`src/rtl/y86_pkg.sv`:
```
// y86_pkg: constants and types shared by the Y86-64 pipeline control logic
// and the stage registers.
//   - icode constants used by the hazard logic
//   - RNONE: register ID that means "no register"
//   - stat_t: architectural status codes
//   - fsm_state_t: run-state machine encoding for pipe_ctrl
package y86_pkg;

  localparam logic [3:0] I_HALT   = 4'h0;
  localparam logic [3:0] I_NOP    = 4'h1;
  localparam logic [3:0] I_MRMOVQ = 4'h5;
  localparam logic [3:0] I_JXX    = 4'h7;
  localparam logic [3:0] I_RET    = 4'h9;
  localparam logic [3:0] I_POPQ   = 4'hB;

  localparam logic [3:0] RNONE    = 4'hF;

  typedef enum logic [1:0] {
    STAT_AOK = 2'd0,
    STAT_HLT = 2'd1,
    STAT_ADR = 2'd2,
    STAT_INS = 2'd3
  } stat_t;

  typedef enum logic [1:0] {
    ST_RUN     = 2'd0,
    ST_DRAIN   = 2'd1,
    ST_STOPPED = 2'd2
  } fsm_state_t;

endpackage

```
`src/rtl/pipe_hazard.sv`:
```
// pipe_hazard: purely combinational hazard detection.
// Inputs : D_icode, d_srcA, d_srcB (decode), E_icode, E_dstM, e_cnd (execute),
//          M_icode (memory).
// Outputs: load_use - load in E writes a register that D is about to read
//          ret_pend - a RET is somewhere in D, E or M
//          mispred  - a conditional jump in E was predicted taken but is not
module pipe_hazard
  import y86_pkg::*;
(
  input  logic [3:0] D_icode,
  input  logic [3:0] d_srcA,
  input  logic [3:0] d_srcB,
  input  logic [3:0] E_icode,
  input  logic [3:0] E_dstM,
  input  logic       e_cnd,
  input  logic [3:0] M_icode,
  output logic       load_use,
  output logic       ret_pend,
  output logic       mispred
);

  logic e_is_load;

  assign e_is_load = (E_icode == I_MRMOVQ) || (E_icode == I_POPQ);

  // RNONE guard keeps "no source" in decode from matching "no destination".
  assign load_use = e_is_load && (E_dstM != RNONE) &&
                    ((E_dstM == d_srcA) || (E_dstM == d_srcB));

  assign ret_pend = (D_icode == I_RET) || (E_icode == I_RET) ||
                    (M_icode == I_RET);

  // Jumps are predicted taken, so a false condition means a mispredict.
  assign mispred  = (E_icode == I_JXX) && !e_cnd;

endmodule

```
`src/rtl/pipe_ctrl.sv`:
```
// pipe_ctrl: pipeline control unit for the five-stage Y86-64 core.
// Inputs : clk, rst (sync, active high), pipeline-register icodes / register
//          IDs / status codes from D, E, M and W, plus e_cnd from execute.
// Outputs: F_stall, D_stall, W_stall, D_bubble, E_bubble, M_bubble to the
//          stage registers; halted and stat_out for the architectural stop;
//          cyc_cnt, stall_cnt, bubble_cnt, mispred_cnt performance counters.
// The run-state machine goes RUN -> DRAIN when a fault shows up in memory,
// and -> STOPPED once a non-AOK status reaches write-back.
module pipe_ctrl
  import y86_pkg::*;
#(
  parameter int CNT_W = 32
) (
  input  logic             clk,
  input  logic             rst,
  input  logic [3:0]       D_icode,
  input  logic [3:0]       d_srcA,
  input  logic [3:0]       d_srcB,
  input  logic [3:0]       E_icode,
  input  logic [3:0]       E_dstM,
  input  logic             e_cnd,
  input  logic [3:0]       M_icode,
  input  logic [1:0]       m_stat,
  input  logic [1:0]       W_stat,
  output logic             F_stall,
  output logic             D_stall,
  output logic             W_stall,
  output logic             D_bubble,
  output logic             E_bubble,
  output logic             M_bubble,
  output logic             halted,
  output logic [1:0]       stat_out,
  output logic [CNT_W-1:0] cyc_cnt,
  output logic [CNT_W-1:0] stall_cnt,
  output logic [CNT_W-1:0] bubble_cnt,
  output logic [CNT_W-1:0] mispred_cnt
);

  localparam int NUM_CNT = 4;

  logic load_use;
  logic ret_pend;
  logic mispred;
  logic exc_m;
  logic exc_w;

  fsm_state_t state_reg;
  fsm_state_t state_next;
  logic [1:0] stat_reg;
  logic [1:0] stat_next;

  pipe_hazard u_hazard (
    .D_icode  (D_icode),
    .d_srcA   (d_srcA),
    .d_srcB   (d_srcB),
    .E_icode  (E_icode),
    .E_dstM   (E_dstM),
    .e_cnd    (e_cnd),
    .M_icode  (M_icode),
    .load_use (load_use),
    .ret_pend (ret_pend),
    .mispred  (mispred)
  );

  assign exc_m = (m_stat != STAT_AOK);
  assign exc_w = (W_stat != STAT_AOK);

  always_ff @(posedge clk) begin
    if (rst) begin
      state_reg <= ST_RUN;
      stat_reg  <= STAT_AOK;
    end else begin
      state_reg <= state_next;
      stat_reg  <= stat_next;
    end
  end

  always_comb begin
    state_next = state_reg;
    stat_next  = stat_reg;
    F_stall    = 1'b0;
    D_stall    = 1'b0;
    W_stall    = 1'b0;
    D_bubble   = 1'b0;
    E_bubble   = 1'b0;
    M_bubble   = 1'b0;
    halted     = 1'b0;

    case (state_reg)
      ST_RUN: begin
        // exc_w wins so a fault already in W skips the drain step.
        if (exc_w) begin
          state_next = ST_STOPPED;
        end else if (exc_m) begin
          state_next = ST_DRAIN;
        end
      end
      ST_DRAIN: begin
        if (exc_w) begin
          state_next = ST_STOPPED;
        end
      end
      ST_STOPPED: begin
        state_next = ST_STOPPED;
      end
      default: begin
        state_next = ST_RUN;
      end
    endcase

    // Capture the faulting status only on entry so it holds afterwards.
    if ((state_next == ST_STOPPED) && (state_reg != ST_STOPPED)) begin
      stat_next = W_stat;
    end

    if (rst) begin
      // Flush every stage with NOPs while reset is held.
      D_bubble = 1'b1;
      E_bubble = 1'b1;
      M_bubble = 1'b1;
    end else if (state_reg == ST_STOPPED) begin
      F_stall = 1'b1;
      D_stall = 1'b1;
      W_stall = 1'b1;
      halted  = 1'b1;
    end else begin
      F_stall  = load_use || ret_pend;
      D_stall  = load_use;
      // A stall on D overrides any bubble request for the same register.
      D_bubble = (mispred || (ret_pend && !load_use)) && !load_use;
      E_bubble = mispred || load_use;
      M_bubble = exc_m || exc_w;
      W_stall  = exc_w;
    end
  end

  assign stat_out = stat_reg;

  // Performance counters: index 0 cycles, 1 stalls, 2 bubbles, 3 mispredicts.
  logic             count_en;
  logic [NUM_CNT-1:0] cnt_inc;
  logic [CNT_W-1:0] cnt_reg [NUM_CNT];

  assign count_en = (state_reg != ST_STOPPED);
  assign cnt_inc  = {mispred, (D_bubble || E_bubble), F_stall, 1'b1};

  generate
    for (genvar gi = 0; gi < NUM_CNT; gi++) begin : g_cnt
      always_ff @(posedge clk) begin
        if (rst) begin
          cnt_reg[gi] <= '0;
        end else if (count_en && cnt_inc[gi]) begin
          cnt_reg[gi] <= cnt_reg[gi] + CNT_W'(1);
        end
      end
    end
  endgenerate

  assign cyc_cnt     = cnt_reg[0];
  assign stall_cnt   = cnt_reg[1];
  assign bubble_cnt  = cnt_reg[2];
  assign mispred_cnt = cnt_reg[3];

endmodule

```
`config.mk`:
```
export PLATFORM = sky130hd
export DESIGN_NAME = pipe_ctrl
export DESIGN_NICKNAME = d
export VERILOG_FILES = /design/src/rtl/y86_pkg.sv /design/src/rtl/pipe_hazard.sv /design/src/rtl/pipe_ctrl.sv
export SDC_FILE = /design/constraint.sdc
export NUM_CORES = 1
export LEC_CHECK = 0
export ABC_AREA = 1
export CAP_MARGIN = 20
export CORE_MARGIN = 2
export CORE_UTILIZATION = 48
export CTS_BUF_LIST = sky130_fd_sc_hd__clkbuf_8 sky130_fd_sc_hd__clkbuf_16
export CTS_CLUSTER_DIAMETER = 60
export DETAILED_ROUTE_END_ITERATION = 8
export GPL_TIMING_DRIVEN = 0
export HOLD_SLACK_MARGIN = 0.12
export PLACE_DENSITY_LB_ADDON = 0.12
export SYNTH_ARGS = -nofsm -noshare
export SYNTH_HDL_FRONTEND = slang
export SYNTH_SLANG_ARGS = --single-unit
```
`constraint.sdc`:
```
create_clock -name clk -period 2.76 [get_ports clk]
set_clock_uncertainty 0.15 [all_clocks]
set_input_delay 0.69 -clock clk [delete_from_list [all_inputs] [get_ports clk]]
set_output_delay 0.69 -clock clk [all_outputs]
set_load 0.05 [all_outputs]
```
==> results.txt <==
Worst EP arrival: 1.90 ns
Worst-Skew Late Latency: 0.43 ns
Layout cells sized above 1: 14.08%
Status: completed
Port Buffers: 166
Clock tree buffer depth: 2
Vias in the first global route: 7099
Crit path from: E_icode[2]
Pwr Total: 0.006677 W
Net count after synthesis: 1087
Fillcell total: 1555
Ranking of synthesized cells by area: edfxtp_1 (45%), nand2_1 (11%), nor2_1 (6.1%), inv_1 (6.0%), xor2_1 (3.4%)
Post-CTS Hold Buffers: 0
Seq. cell area: 0.003925 sq mm
Final setup violating endpoints: 0
WS Path Type: input pin to primary output
Post-DRT Antenna Nets: 0
Area of the multi-input gates: 0.004069 sq mm
Post-synthesis sequential area ratio: 45.75%
Cell type with the highest aggregate area in the netlist: edfxtp_1
WL/cell: 15.16 microns
Number of flip-flops in the largest register: 128
Reg clk slew, reported paths: 0.06 ns
Final worst slack: 0.02457 ns
Largest net degree at the start of global routing: 37
Post-synth EDFFs: 128
Max_cap viols: 0
Most common cell in the synthesized netlist: nand2_1
WP data required: 1.92 ns
CTS root buf: clkbuf_16
TNS Setup: 0 ns
IO Pins: 168
Post-Route Utilization: 64.78%
Netlist Area Pre-Place: 0.008577 sq mm
Core ar.: 0.01736 sq mm
CTS Sinks: 132
Remaining global-route overflow: 0
Vias/cell: 5.139
Share of the synthesized area in the top cell type: 44.81%
Initial antenna violation count: 3
R2R depth: 8
Die height: 137.7 microns
Routed WL: 22.50 mm
Worst-path maximum fanout: 3
Row cnt: 48
Critical R2R Capture: cnt_reg[3][24]
Leak: 4.266 nW
Final HPWL DP: 16.85 mm
Max-slew violations: 0
RR Startpoint: cnt_reg[3][0]
Hold Fails Final Rpt: 0
Min Tclk post-route: 2.735 ns
Die Wd: 137.7 microns
Mapped Cells: 1052
Cell Pwr Density: 593.9 mW/mm^2
CP Capture Type: primary output
Yosys warning count: 0
DR iter-0 viols: 551
CTS tree: yes
Overall Global Routing Usage: 24.12%
Syn_area_per_cell: 8.153 sq um
Setup crit start kind: input pin
Hold Path Class: register to register
Synth top cells by count: nand2_1 (249), nor2_1 (139), inv_1 (138), edfxtp_1 (128), a21oi_1 (54)
Initial core utilization: 49.42%
Final layout net count: 1279
R2R Setup Slk: 0.60 ns
Async SR Flop Fraction: 0%
Layout area overhead: 31.09%
Synth Flop Type: edfxtp_1
DRT Pass-1 Iters: 5
Synth Register Bits: 132
H-tree depth: 4
Vias: 7627
Worst setup path end: F_stall
Yosys cell types: 44
Die area: 0.01895 sq mm
Relative slew slack: 53.81%
Max VDD drop: 0.0004662 V
Worst Setup Slack post-DPL: -1.159 ns
Fmax: 0.3656 GHz
Post-route DRC: 0
Worst slew pin tran: 0.6921 ns
First-pass GRT wire length: 35.35 mm
Fin crit share: 99.11%
Num CTS Buffers: 17
RD Place Congestion: 0.8833
worst min-delay path by stage:
stage	cells after the start	start	slack [ns]	end
final	2	stat_out[1]	0.37	stat_out[1]
after global routing	2	stat_out[1]	0.40	stat_out[1]
after detailed placement	2	stat_out[1]	0.36	stat_out[1]
after global placement	2	stat_out[1]	0.35	stat_out[1]
after floorplan	2	state_reg[0]	0.35	state_reg[0]
after CTS	2	stat_out[1]	0.38	stat_out[1]
report_power, final:
group	switching, W	internal, W	leakage, nW
Clock	0.000895	0.00125	0.278
Sequential	0.000274	0.00245	1.40
Combinational	0.00123	0.000568	2.58
metal layers:
layer  part of all wire, %  global-route usage (%)
met3                   5.9                   4.967
met1                    46                   33.05
met4                   1.2                   7.789
met2                    47                   38.31
met5                 0.031                       0
kinds of logic after synthesis:
logic type | after synthesis | synth area share, %
compound gates | 85 | 5.295
xor+xnor | 47 | 4.799
fa+ha+maj | 4 | 0.5835
buf+inv | 159 | 7.688
flops | 132 | 45.75
simple gates | 625 | 35.89
cells in the final DEF (no fill, tap or decap), types with 4 or more instances in the layout:
cell,n
or2_0,6
nand4_1,28
nor2_4,13
and3_1,4
nand3_1,44
nor3_2,10
dlygate4sd2_1,13
clkdlybuf4s50_1,139
xnor2_1,14
xor2_1,33
nand3_2,7
nand2_2,12
ha_1,4
nor2_1,133
nor2_2,45
clkinv_2,4
edfxtp_1,128
nor3b_1,5
nand3b_1,8
o21a_1,4
inv_1,138
nand3_4,4
buf_4,10
o21ai_0,20
clkbuf_16,17
or2_2,11
nor3_1,40
clkinv_4,4
inv_2,8
a21oi_1,53
nand2_1,243
dlymetal6s2s_1,4
metrics by stage:
| stage | instance area [sq um] | hold WS [ns] | instances |
|---|---|---|---|
| 5_1_grt | 11240 | 0.4030 | 1483 |
| 2_1_floorplan | 8591 | 0.3511 | 1052 |
| 4_1_cts | 11160 | 0.3781 | 1478 |
| 3_3_place_gp | 10530 | 0.3517 | 1443 |
| 6_report | 11240 | 0.3742 | 1484 |
| 3_5_place_dp | 10590 | 0.3640 | 1445 |
worst max-delay path, stage by stage:
cell and delay [ns]:
dlygate4sd2_1 0.26, inv_1 0.07, nand4_1 0.14, a21oi_4 0.26
nand2_2 0.08, a31oi_1 0.15, buf_4 0.23
area by class of cell:
| type | instances | area share [%] |
|---|---|---|
| well taps | 225 | 2.504 |
| multi-input cells | 761 | 36.19 |
| repair inverters | 1 | 0.07790 |
| clock inverters | 14 | 1.035 |
| flip-flops and latches | 132 | 34.91 |
| plain buffers | 11 | 0.9014 |
| clock buffers | 18 | 3.906 |
| repair buffers | 172 | 15.36 |
| inverters | 148 | 5.075 |
| diodes | 2 | 0.04451 |
timing repair:
item | CTS | global route
resized for setup | 64 | 25
setup endpoints to repair | 39 | 6
setup buffers | 1 | 3
pin swaps | 9 | 10
gates cloned | 0 | 1
No activity file was read; power rests on OpenSTA's default activity.
